**src/rtl/summation_pkg.sv**
```systemverilog
// Shared definitions for the modulo-M summation stage and its consumers:
// wrap-direction encodings and the decode of the raw carry pulse pair.
package summation_pkg;

  typedef enum logic [1:0] {
    DIR_IDLE = 2'b00,
    DIR_UP   = 2'b01,
    DIR_DOWN = 2'b10
  } dir_e;

  typedef struct packed {
    logic ev_p;
    logic ev_n;
    logic ev;
  } ev_t;

  // cop and con together cancel out and are treated as no wrap at all.
  function automatic ev_t decode_ev(input logic cop, input logic con);
    ev_t r;
    r.ev_p = cop & ~con;
    r.ev_n = con & ~cop;
    r.ev   = r.ev_p | r.ev_n;
    return r;
  endfunction

endpackage

```
**src/rtl/event_period_meter.sv**
```systemverilog
// Measures the number of cycles between successive wrap events.
// The first event after reset/clear only arms the meter; every later event
// reports the distance to its predecessor. A saturated count means ">= max".
module event_period_meter #(
  parameter int PW = 20
) (
  input  logic          clk,
  input  logic          arst,
  input  logic          clr,
  input  logic          ev,
  output logic [PW-1:0] period,
  output logic          period_vld,
  output logic          pcnt_sat
);

  localparam logic [PW-1:0] PCNT_MAX  = {PW{1'b1}};
  localparam logic [PW-1:0] PCNT_ONE  = PW'(1'b1);
  localparam logic [PW-1:0] PCNT_ZERO = {PW{1'b0}};

  logic [PW-1:0] pcnt_r;
  logic          armed_r;
  logic [PW-1:0] period_r;
  logic          period_vld_r;

  // Cycle counter restarts at 1 on each event; period is captured once armed.
  always_ff @(posedge clk or negedge arst) begin
    if (!arst) begin
      pcnt_r       <= PCNT_ZERO;
      armed_r      <= 1'b0;
      period_r     <= PCNT_ZERO;
      period_vld_r <= 1'b0;
    end else if (clr) begin
      pcnt_r       <= PCNT_ZERO;
      armed_r      <= 1'b0;
      period_r     <= PCNT_ZERO;
      period_vld_r <= 1'b0;
    end else if (ev) begin
      pcnt_r <= PCNT_ONE;
      if (armed_r) begin
        period_r     <= pcnt_r;
        period_vld_r <= 1'b1;
      end else begin
        armed_r      <= 1'b1;
        period_vld_r <= 1'b0;
      end
    end else begin
      if (pcnt_r != PCNT_MAX) begin
        pcnt_r <= pcnt_r + PCNT_ONE;
      end else begin
        pcnt_r <= pcnt_r;
      end
      period_vld_r <= 1'b0;
    end
  end

  assign period     = period_r;
  assign period_vld = period_vld_r;
  assign pcnt_sat   = (pcnt_r == PCNT_MAX);

endmodule

```
**src/rtl/wrap_event_tracker.sv**
```systemverilog
// Consumes the positive/negative wrap pulses of the summation stage:
// keeps a saturating signed net wrap count, measures the wrap period and
// classifies the sustained wrap direction. All outputs are registered.
module wrap_event_tracker
  import summation_pkg::*;
#(
  parameter int CW       = 16,
  parameter int PW       = 20,
  parameter int DIR_HOLD = 4
) (
  input  logic          clk,
  input  logic          arst,
  input  logic          clr,
  input  logic          cop,
  input  logic          con,
  output logic [CW-1:0] wcnt,
  output logic          wsat,
  output logic [PW-1:0] period,
  output logic          period_vld,
  output logic [1:0]    dir,
  output logic          dir_chg
);

  localparam int RW = $clog2(DIR_HOLD + 1);
  localparam logic [RW-1:0] RUN_HOLD = RW'(DIR_HOLD);
  localparam logic [RW-1:0] RUN_ONE  = RW'(1'b1);
  localparam logic [RW-1:0] RUN_ZERO = {RW{1'b0}};

  localparam logic [CW-1:0] WCNT_MAX  = {1'b0, {(CW-1){1'b1}}};
  localparam logic [CW-1:0] WCNT_MIN  = {1'b1, {(CW-1){1'b0}}};
  localparam logic [CW-1:0] WCNT_ONE  = CW'(1'b1);
  localparam logic [CW-1:0] WCNT_ZERO = {CW{1'b0}};

  ev_t           ev_s;
  logic          pcnt_sat_s;
  logic [CW-1:0] wcnt_r;
  logic          wsat_r;
  dir_e          dir_r;
  logic          dir_chg_r;
  logic [RW-1:0] run_r;
  logic          run_neg_r;
  logic [RW-1:0] run_nxt_s;
  logic          run_neg_nxt_s;
  logic          hold_s;

  assign ev_s = decode_ev(cop, con);

  event_period_meter #(
    .PW (PW)
  ) u_meter (
    .clk        (clk),
    .arst       (arst),
    .clr        (clr),
    .ev         (ev_s.ev),
    .period     (period),
    .period_vld (period_vld),
    .pcnt_sat   (pcnt_sat_s)
  );

  // Saturating net wrap count; a blocked step sets the sticky flag.
  always_ff @(posedge clk or negedge arst) begin
    if (!arst) begin
      wcnt_r <= WCNT_ZERO;
      wsat_r <= 1'b0;
    end else if (clr) begin
      wcnt_r <= WCNT_ZERO;
      wsat_r <= 1'b0;
    end else if (ev_s.ev_p) begin
      if (wcnt_r == WCNT_MAX) begin
        wsat_r <= 1'b1;
      end else begin
        wcnt_r <= wcnt_r + WCNT_ONE;
      end
    end else if (ev_s.ev_n) begin
      if (wcnt_r == WCNT_MIN) begin
        wsat_r <= 1'b1;
      end else begin
        wcnt_r <= wcnt_r - WCNT_ONE;
      end
    end else begin
      wcnt_r <= wcnt_r;
    end
  end

  // Next value of the same-sign run: restart on a sign change, else count up to the hold.
  always_comb begin
    run_nxt_s     = run_r;
    run_neg_nxt_s = run_neg_r;
    if (ev_s.ev) begin
      if ((run_r == RUN_ZERO) || (run_neg_r != ev_s.ev_n)) begin
        run_nxt_s     = RUN_ONE;
        run_neg_nxt_s = ev_s.ev_n;
      end else if (run_r != RUN_HOLD) begin
        run_nxt_s = run_r + RUN_ONE;
      end else begin
        run_nxt_s = run_r;
      end
    end else begin
      run_nxt_s     = run_r;
      run_neg_nxt_s = run_neg_r;
    end
  end

  assign hold_s = ev_s.ev && (run_nxt_s == RUN_HOLD);

  // Direction FSM with run tracking; a long silence (period counter saturated) drops to IDLE.
  always_ff @(posedge clk or negedge arst) begin
    if (!arst) begin
      dir_r     <= DIR_IDLE;
      dir_chg_r <= 1'b0;
      run_r     <= RUN_ZERO;
      run_neg_r <= 1'b0;
    end else if (clr) begin
      dir_r     <= DIR_IDLE;
      dir_chg_r <= 1'b0;
      run_r     <= RUN_ZERO;
      run_neg_r <= 1'b0;
    end else if (ev_s.ev) begin
      run_r     <= run_nxt_s;
      run_neg_r <= run_neg_nxt_s;
      case (dir_r)
        DIR_IDLE: begin
          if (hold_s) begin
            dir_r     <= run_neg_nxt_s ? DIR_DOWN : DIR_UP;
            dir_chg_r <= 1'b1;
          end else begin
            dir_chg_r <= 1'b0;
          end
        end
        DIR_UP: begin
          if (hold_s && run_neg_nxt_s) begin
            dir_r     <= DIR_DOWN;
            dir_chg_r <= 1'b1;
          end else begin
            dir_chg_r <= 1'b0;
          end
        end
        DIR_DOWN: begin
          if (hold_s && !run_neg_nxt_s) begin
            dir_r     <= DIR_UP;
            dir_chg_r <= 1'b1;
          end else begin
            dir_chg_r <= 1'b0;
          end
        end
        default: begin
          dir_r     <= DIR_IDLE;
          dir_chg_r <= 1'b0;
        end
      endcase
    end else if (pcnt_sat_s) begin
      dir_r     <= DIR_IDLE;
      dir_chg_r <= 1'b0;
      run_r     <= RUN_ZERO;
      run_neg_r <= 1'b0;
    end else begin
      dir_chg_r <= 1'b0;
    end
  end

  assign wcnt    = wcnt_r;
  assign wsat    = wsat_r;
  assign dir     = dir_r;
  assign dir_chg = dir_chg_r;

endmodule

```
**config.mk**
```make
export PLATFORM = sky130hd
export DESIGN_NAME = wrap_event_tracker
export DESIGN_NICKNAME = d
export VERILOG_FILES = /design/src/rtl/summation_pkg.sv /design/src/rtl/event_period_meter.sv /design/src/rtl/wrap_event_tracker.sv
export SDC_FILE = /design/constraint.sdc
export NUM_CORES = 1
export LEC_CHECK = 0
export ABC_AREA = 1
export CAP_MARGIN = 40
export CORE_MARGIN = 5
export CORE_UTILIZATION = 30
export CTS_BUF_LIST = sky130_fd_sc_hd__clkbuf_8
export DETAILED_ROUTE_END_ITERATION = 10
export HOLD_SLACK_MARGIN = 0.08
export PLACE_DENSITY = 0.6
export SETUP_SLACK_MARGIN = 0.3
export SKIP_LAST_GASP = 1
export SLEW_MARGIN = 20
export SYNTH_ARGS = -nofsm -noshare
export SYNTH_HDL_FRONTEND = slang
export SYNTH_HIERARCHICAL = 1
export SYNTH_SLANG_ARGS = --single-unit
```
**constraint.sdc**
```tcl
create_clock -name clk -period 4.9 [get_ports clk]
set_input_delay 0.49 -clock clk [delete_from_list [all_inputs] [get_ports clk]]
set_output_delay 0.49 -clock clk [all_outputs]
set_load 0.02 [all_outputs]
```
==> results of run 1 <==
## per-stage QoR
stage                     utilization [%]  worst slack (ps)  power (W)  std cells
final                                37.0              2120    0.00225        842
after global routing                 37.0              1870    0.00243        842
after CTS                            37.0              2130    0.00227        842
after detailed placement             35.2              1760    0.00169        825
after global placement               35.1              1810    0.00169        824
after floorplan                         -              2640    0.00138        608
## sequential cells by signal (all words and copies together) (netlist names)
signal / count
u_meter/period_vld: 1
dir_chg: 1
u_meter/period: 20
run_r: 3
wsat: 1
wcnt: 16
run_neg_r: 1
u_meter/pcnt_r: 20
u_meter/armed_r: 1
dir: 2
## cell type report
| cell class | instances | area share, % |
|---|---|---|
| multi-input combinational | 457 | 44.5 |
| sequential | 66 | 31.9 |
| timing repair buffer | 48 | 9.09 |
| inverter | 75 | 5.44 |
| tap | 180 | 4.35 |
| clock buffer | 9 | 2.39 |
| clock inverter | 7 | 2.30 |
## cell usage in the layout, fill, tap and decap left out, types with 5 or more instances in the layout
cell,Yosys,final
a21oi_1,16,16
and2_1,5,5
clkbuf_8,0,9
clkdlybuf4s50_1,0,44
dfrtp_1,66,66
ha_1,19,19
inv_1,72,73
nand2_1,195,195
nand3_1,68,68
nand4_1,9,9
nor2_1,67,67
nor2_4,5,5
o21ai_0,34,34
xnor2_1,7,7
## routing by layer
metal / vias to the layer above / part of all wire (%)
met1: 1869 / 48
met5: - / 0
met3: 14 / 3.9
met2: 68 / 47
li1: 2049 / -
met4: 0 / 1.3
## kinds of logic after synthesis
group,synth area share [%]
buf+inv,8.01
compound gates,7.28
xor+xnor,1.63
flops,38.4
simple gates,38.7
fa+ha+maj,6.00
## worst reg2reg max path: stages, from the launching register on
cell and delay [ps]:
dfrtp_1 520, inv_1 110, fa_1 480, inv_1 110, nand3_1 70, nand3_1 200, nand2_1 80, nand2_1 120
nand2_1 100, nand2_1 70, nand2_1 50, nand3_1 70, nand2_1 50
## power groups by stage
| stage | clock network [W] | registers, W | logic [W] |
|---|---|---|---|
| after floorplan | 0 | 0.000757 | 0.000628 |
| after global placement | 0 | 0.000711 | 0.000977 |
| after detailed placement | 0 | 0.000709 | 0.000978 |
| after CTS | 0.000586 | 0.000700 | 0.000985 |
| after global routing | 0.000608 | 0.000713 | 0.00111 |
| final | 0.000569 | 0.000699 | 0.000985 |
## path summary, 6_finish.rpt
check                                                  to  cells after the start  slack, ps                      startpoint
min in group asynchronous  u_meter/period[15]$_DFFE_PN0P_                      2        580                            arst
hold reg to reg            u_meter/period[18]$_DFFE_PN0P_                      2        500  u_meter/pcnt_r[18]$_DFFE_PN0P_
hold / removal             u_meter/period[18]$_DFFE_PN0P_                      2        500  u_meter/pcnt_r[18]$_DFFE_PN0P_
setup / recovery                     wcnt[10]$_DFFE_PN0P_                     12       2120                             con
max in group asynchronous            wcnt[10]$_DFFE_PN0P_                      3       3340                            arst
setup reg to reg                     wcnt[14]$_DFFE_PN0P_                     12       2780             wcnt[0]$_DFFE_PN0P_
## timing repair
item	in CTS	in global routing
hold buffers	1	0
hold endpoints to repair	18	0
gates resized for setup	0	0
endpoints found under the setup margin	0	0
==> run metrics, run 1 <==
status=finished, final reports clean; clock sink count=66; crit path kind=in -> reg; unrepaired setup endpoints after global routing=no; area occupied by multi-input gates=2300 um2; fin crit period=2780 ps; post-detail-place hpwl=8250 um; Worst Max-Slew Pin Slew=786 ps; top-count cell post-synth=nand2_1; Slew Limit Fails=0; Post-synth ARST share=100%; Register Area=1650 um2; chip height=130 um; worst-path fanout max=15; internal power=0.00133 W; DRT antenna net count=0; grt peak-use layer=met2; Total Nets Final=682; CP Launch Type=primary input; global routing usage on met3=3.56%; synthesized instance count=608; RePlAce Congestion=0.875; die extent in x=130 um; top_reg_cell synth=dfrtp_1; placed cell area=4920 um2; Worst EP required=5150 ps; CORE AREA=14,000 um2; crit path buf inv count=3; Vias=4,000; register area share after synthesis=38.4%; H-Tree Depth=3; top cell type's share of synthesized area=38.4%; clock root cell=clkbuf_8; post-synthesis register bit count=66; Net Count, Synth=633; CP max stage cell=clkdlybuf4s50_1; commonest cells in the netlist=nand2_1 (195), inv_1 (72), nand3_1 (68), nor2_1 (67), dfrtp_1 (66); GRT Overall Usage=14.0%; relative slew slack=47.5%; Post-CTS Setup Inserts=0; TritonCTS clock tree=done; number of global-route vias before repair=3,864; Largest delay share family, worst path=buffers and inverters; CP Cell Sequence=clkdlybuf4s50_1 > inv_1 > ha_1 > inv_1 > ha_1 > a21oi_1 > nand2_1 > nand2_1 > nand3_1 > or2_2 > nand3_1 > nand2_1; Fill cells=1,521; average routed wire per standard cell=13.1 um; VDD IR max=0.000308 V; Leak Pwr=2.49 nW; Crit. End Element=flip-flop; I/O pin count=46; CTS max path bufs=2; Max-Cap Viols=0; die area=16,800 um2; First-pass DRT Iterations=6; Final setup viols=0; Critical Path AT=3030 ps; area delta synth->final=20.4%; largest net degree at the start of global routing=49; clk_lat worst skew=370 ps; count of different cell masters after synthesis=35; synthesized cell area=4300 um2; GR Util met1=18.4%; DR iter-0 viols=168; Clk pwr share=25.3%; total CTS buffers=9; switching share of power=40.9%; FP Rows=43; part of the power in registers=31.0%; drc violations=0; final worst path period share=56.8%; Initial Util=30.7%; most used cell, CP=nand2_1; worst hold slack=501 ps; Hold WC Path Type=reg -> reg; Port Buf Inserts=45; Ant. Diodes=0; Fmax=360 MHz; Fin. Hold Viols=0; fin area=5170 um2; setup TNS=0 ps; Worst-path clk slew=80 ps; layout cells sized above 1=6.04%; initial antenna violation count=0; average cell area after synthesis=7.07 um2; combinational fraction of design power=43.7%; area leader, netlist=dfrtp_1; total grt overflow=0; final wirelength=11,000 um; Critical Path Max Stage Delay=490 ps; PD cells=436 nW/um2; Setup Skew=10.9 ps; vias per cell=4.75; M2 GR Usage=22.8%; number of flops mapped to enable cells by yosys=0; Synth area leaders=dfrtp_1 (38%), nand2_1 (17%), nand3_1 (7.9%), inv_1 (6.3%), nor2_1 (5.9%); first-pass GRT wire length=18,900 um; P_sw=0.000923 W; Synth Warn #=6
(Power assumes the default switching activity.)
==> run 2, diff against run 1 <==
==> constraint.sdc (replaced) <==
create_clock -name clk -period 2.6 [get_ports clk]
set_input_delay 0.26 -clock clk [delete_from_list [all_inputs] [get_ports clk]]
set_output_delay 0.26 -clock clk [all_outputs]
set_load 0.02 [all_outputs]
==> run 2 against run 1 <==
Global-route usage is 0.30 points higher. Via count is 1.2% higher. Hold slack worse by 54 ps. Count of clock-buffer cells in the layout is 2 higher. First-iteration DRC count is 48% higher. Largest cell class unchanged. Largest power group unchanged. Highest routed layer unchanged.
==> run metrics, run 2 (synthesized netlist as in run 1, its figures left out) <==
status=finished, final reports clean (unchanged); GRT Overall Usage=14.3% (was 14.0%); CTS max path bufs=2 (unchanged); Max-Cap Viols=0 (unchanged); PD cells=788 nW/um2 (was 436 nW/um2); Fill cells=1,483 (was 1,521); Total Nets Final=706 (was 682); Initial Util=30.7% (unchanged); Fmax=458 MHz; unrepaired setup endpoints after global routing=no (unchanged); clock root cell=clkbuf_8 (unchanged); CORE AREA=14,000 um2 (unchanged); Leak Pwr=2.59 nW (was 2.49 nW); relative slew slack=46.4% (was 47.5%); die area=16,800 um2 (unchanged); Vias=4,049 (was 4,000); FP Rows=43 (unchanged); VDD IR max=0.000546 V (was 0.000308 V); Worst EP required=2860 ps (was 5150 ps); CP Launch Type=primary input (unchanged); final worst path period share=83.9%; Hold WC Path Type=in -> async (was reg -> reg); chip height=130 um (unchanged); post-detail-place hpwl=8500 um (was 8250 um); Critical Path AT=2440 ps (was 3030 ps); commonest non-fill, non-tap cell in the layout=nand2_1 (unchanged); clk_lat worst skew=370 ps (about the same); Finished Layout Cells=866 (was 842); worst-path fanout max=5 (was 15); number of global-route vias before repair=3,936 (was 3,864); fin crit period=2180 ps; Fin. Hold Viols=0 (unchanged); Setup Skew=13.7 ps (was 10.9 ps); Slew Limit Fails=0 (unchanged); Register Area=1650 um2 (unchanged); Worst Reg-to-Reg Cells=12 (unchanged); layout cells sized above 1=12.7% (was 6.04%); DR iter-0 viols=249 (was 168); DRT antenna net count=0 (unchanged); crit path kind=in -> reg (unchanged); first-pass GRT wire length=19,100 um (was 18,900 um); Worst Max-Slew Pin Slew=804 ps (was 786 ps); Worst R2R Start=u_meter/pcnt_r[0]$_DFFE_PN0P_ (was wcnt[0]$_DFFE_PN0P_); Final setup viols=0 (unchanged); Placed Instances=844 (was 825); setup TNS=0 ps (unchanged); RePlAce Congestion=0.886 (was 0.875); area occupied by multi-input gates=2460 um2 (was 2300 um2); initial antenna violation count=0 (unchanged); Worst-path clk slew=80 ps (about the same); Ant. Diodes=0 (unchanged); largest net degree at the start of global routing=42 (was 49); total CTS buffers=9 (unchanged); I/O pin count=46 (unchanged); H-Tree Depth=3 (unchanged); area delta synth->final=27.5% (was 20.4%); TritonCTS clock tree=done (unchanged); reg2reg end=dir[1]$_DFFE_PN0P_ (was wcnt[14]$_DFFE_PN0P_); Port Buf Inserts=45 (unchanged); clock sink count=66 (unchanged); vias per cell=4.68 (was 4.75); First-pass DRT Iterations=4 (was 6); Crit. End Element=flip-flop (unchanged); most frequent cells in the layout=nand2_1 (192), inv_1 (70), nand3_1 (67), dfrtp_1 (66), nor2_1 (65) (was nand2_1 (195), inv_1 (73), nand3_1 (68), nor2_1 (67), dfrtp_1 (66)); total grt overflow=0 (unchanged); R2R Setup Slk=520 ps (was 2780 ps); final wirelength=11,500 um (was 11,000 um); average routed wire per standard cell=13.3 um (was 13.1 um); drc violations=0 (unchanged); die extent in x=130 um (unchanged)
[run 2: what timing repair did]
| item | in CTS | in global routing |
|---|---|---|
| gates resized for setup | 0 | 28 |
| buffers inserted | 0 | 4 |
| setup endpoints to repair | 0 | 13 |
| hold buffers | 1 | 0 |
| endpoints found under the hold margin | 25 | 0 |
[run 2: final cells by class]
class	instances	area share [%]
clock inverters	5	0.708
clock buffers	11	2.76
repair buffers	71	12.0
flip-flops and latches	66	30.1
multi-input cells	457	44.9
repair inverters	1	0.137
well taps	180	4.11
inverters	75	5.21
[run 2: worst max-delay path, stage by stage]
cell,delay (ps)
clkdlybuf4s50_1,440
inv_2,90
ha_4,180
clkinvlp_4,140
buf_4,150
ha_1,320
nand2_1,130
nor2_1,90
nand3_1,120
nand3_1,90
or2_2,280
nand3_1,80
nand2_1,50
[run 2: worst max path at each step]
stage          from                    to  slack, ps  cells past startpoint
6_report        con  wcnt[10]$_DFFE_PN0P_        420                     13
5_1_grt         con  wcnt[15]$_DFFE_PN0P_        310                     14
4_1_cts         con  wcnt[14]$_DFFE_PN0P_        320                     15
3_5_place_dp    con  wcnt[12]$_DFFE_PN0P_        -60                     11
3_3_place_gp    cop  wcnt[13]$_DFFE_PN0P_         -6                     13
2_1_floorplan   con  wcnt[10]$_DFFE_PN0P_        570                     11
[run 2: metrics by stage]
stage,cell area (um2),setup WS [ps],utilization [%],hold WS (ps),total power [W]
floorplan,4300,570,-,-35.6,0.00261
global route,5480,309,39.2,479,0.00472
global placement,5080,-6.46,36.3,316,0.00329
finish,5480,419,39.2,447,0.00432
CTS,5280,322,37.7,450,0.00416
detailed placement,5080,-61.6,36.3,321,0.00329
[run 2: metal layers]
metal | part of all wire, % | track usage, % | routed length (um) | up-vias
met4 | 1.2 | 5.01 | 142 | 0
met2 | 48 | 23.3 | 5510 | 64
li1 | - | - | - | 2100
met3 | 3.4 | 3.40 | 389 | 13
met1 | 48 | 18.6 | 5470 | 1872
met5 | 0 | 0 | 0 | -
[run 2: power by group]
group          leakage [nW]  switching, W  internal (W)
clock                0.0955      0.000426      0.000401
sequential            0.896      0.000214       0.00114
combinational          1.60       0.00118      0.000952
total                  2.59       0.00182       0.00250
==> run 3, diff against run 2 <==
==> constraint.sdc (replaced) <==
create_clock -name clk -period 2.2 [get_ports clk]
set_input_delay 0.22 -clock clk [delete_from_list [all_inputs] [get_ports clk]]
set_output_delay 0.22 -clock clk [all_outputs]
set_load 0.02 [all_outputs]
==> run 3 against run 2 <==
Hold slack worse by 16 ps. Worst setup slack worse by 5.2 ps. Sequential share of layout area fell by 0.81 points. First-iteration DRC count fell by 27%. Combinational power up 29%. Count of clock-buffer cells in the layout decreased by 1. Power grew 24%. Via count increased by 2.1%. Design area rose by 2.9%. Die area stayed put. Register-to-register slack worse by 80 ps. Clock power grew 23%.
==> run metrics, run 3 (synthesized netlist as in run 1, its figures left out) <==
status=finished, final reports clean (unchanged); final worst path period share=81.2%; most frequent cells in the layout=nand2_1 (191), inv_1 (69), nand3_1 (66), nor2_1 (65), dfrtp_1 (64) (was nand2_1 (192), inv_1 (70), nand3_1 (67), dfrtp_1 (66), nor2_1 (65)); Crit. End Element=flip-flop (unchanged); clock root cell=clkbuf_8 (unchanged); R2R Setup Slk=440 ps (was 520 ps); fin area=5640 um2 (was 5480 um2); average routed wire per standard cell=13.0 um (was 13.3 um); clock sink count=66 (unchanged); first-pass GRT wire length=19,400 um (was 19,100 um); Port Buf Inserts=45 (unchanged); total CTS buffers=9 (unchanged); commonest non-fill, non-tap cell in the layout=nand2_1 (unchanged); clk_lat worst skew=360 ps (was 370 ps); DRT antenna net count=0 (unchanged); CORE AREA=14,000 um2 (unchanged); Fmax=560 MHz; number of global-route vias before repair=4,061 (was 3,936); drc violations=0 (unchanged); placed cell area=5250 um2 (was 5080 um2); reg2reg end=wcnt[13]$_DFFE_PN0P_ (was dir[1]$_DFFE_PN0P_); worst hold slack=431 ps (was 447 ps); Ant. Diodes=0 (unchanged); die area=16,800 um2 (unchanged); Critical Path AT=2040 ps (was 2440 ps); I/O pin count=46 (unchanged); Setup Skew=9.39 ps (was 13.7 ps); Vias=4,133 (was 4,049); relative slew slack=46.9% (was 46.4%); PD cells=952 nW/um2 (was 788 nW/um2); Leak Pwr=2.70 nW (was 2.59 nW); crit path kind=in -> reg (unchanged); Total Nets Final=728 (was 706); VDD IR max=0.000679 V (was 0.000546 V); Max-Cap Viols=0 (unchanged); unrepaired setup endpoints after global routing=yes (was no); First-pass DRT Iterations=5 (was 4); RePlAce Congestion=0.863 (was 0.886); chip height=130 um (unchanged); vias per cell=4.66 (was 4.68); Worst R2R Start=wcnt[2]$_DFFE_PN0P_ (was u_meter/pcnt_r[0]$_DFFE_PN0P_); final wirelength=11,600 um (was 11,500 um); CTS max path bufs=2 (unchanged); Worst-path clk slew=70 ps (was 80 ps); Final setup viols=0 (unchanged); total grt overflow=0 (unchanged); Fin. Hold Viols=0 (unchanged); FP Rows=43 (unchanged); die extent in x=130 um (unchanged); layout cells sized above 1=15.8% (was 12.7%); DR iter-0 viols=182 (was 249); Worst Max-Slew Pin Slew=796 ps (was 804 ps); post-detail-place hpwl=8760 um (was 8500 um); initial antenna violation count=0 (unchanged); worst-path fanout max=7 (was 5); GRT Overall Usage=14.6% (was 14.3%); H-Tree Depth=3 (unchanged); Slew Limit Fails=0 (unchanged); Worst EP required=2450 ps (was 2860 ps); Worst Reg-to-Reg Cells=10 (was 12); fin crit period=1790 ps; largest net degree at the start of global routing=31 (was 42); Hold WC Path Type=in -> async (unchanged); CP Launch Type=primary input (unchanged); area delta synth->final=31.2% (was 27.5%); TritonCTS clock tree=done (unchanged); Initial Util=30.7% (unchanged)
## run 3: area by class of cell
type                            instances  area, um2
Clock inverter                          5       55.1
Inverter                               75        284
Timing Repair inverter                  1       7.51
Tap cell                              180        225
Multi-Input combinational cell        457       2450
Clock buffer                           10        138
Fill cell                            1494       8350
Sequential cell                        66       1650
Timing Repair Buffer                   93        822
## run 3: metrics by stage
step                utilization [%]  power [W]  setup slack (ps)  TNS [ps]  std cells
floorplan                         -    0.00308               330         0        608
global placement               37.5    0.00413              -254     -2220        869
detailed placement             37.5    0.00414              -300     -2590        869
CTS                            40.0    0.00538               360         0        887
global route                   40.3    0.00581               287         0        887
finish                         40.3    0.00537               413         0        887
## run 3: worst max-delay path by stage
stage                                       start              endpoint  slack (ps)  cells past startpoint
finish                                        con  wcnt[11]$_DFFE_PN0P_         410                     16
global route                                  con  wcnt[12]$_DFFE_PN0P_         290                     14
CTS                 u_meter/pcnt_r[1]$_DFFE_PN0P_    dir[1]$_DFFE_PN0P_         360                     12
detailed placement                            con  wcnt[14]$_DFFE_PN0P_        -300                     15
global placement                              con  wcnt[10]$_DFFE_PN0P_        -250                     12
floorplan                     wcnt[0]$_DFFE_PN0P_  wcnt[14]$_DFFE_PN0P_         330                     13
## run 3: timing repair
action                                  4_1_cts  5_1_grt
setup buffers                                 1        0
pin swaps                                     5        0
endpoints found under the setup margin       14        7
hold endpoints to repair                     28        0
gates cloned                                  1        0
gates resized for setup                      26        7
hold buffers                                  1        0
## run 3: worst max-delay path: stages
cell and delay, ps:
dlygate4sd2_1 250, inv_2 70, ha_4 170, clkinvlp_4 100, buf_12 150, buf_6 110
ha_1 280, nand3_1 90, nand3_2 90, nand2_1 60, nand2_2 110, nand2_1 100
nand2_1 70, nand2_1 50, nand3_1 80, nand2_1 50
## run 3: power breakdown
part | switching, W | internal (W) | leakage, nW
registers | 0.000236 | 0.00135 | 0.894
logic | 0.00147 | 0.00129 | 1.71
clock network | 0.000481 | 0.000543 | 0.0941
## run 3: per-layer routing
layer / up-vias / global-route usage, % / wire (um)
li1: 2142 / - / -
met1: 1897 / 18.6 / 5370
met2: 78 / 24.2 / 5440
met3: 16 / 3.64 / 578
met4: 0 / 4.83 / 186
met5: - / 0 / 0
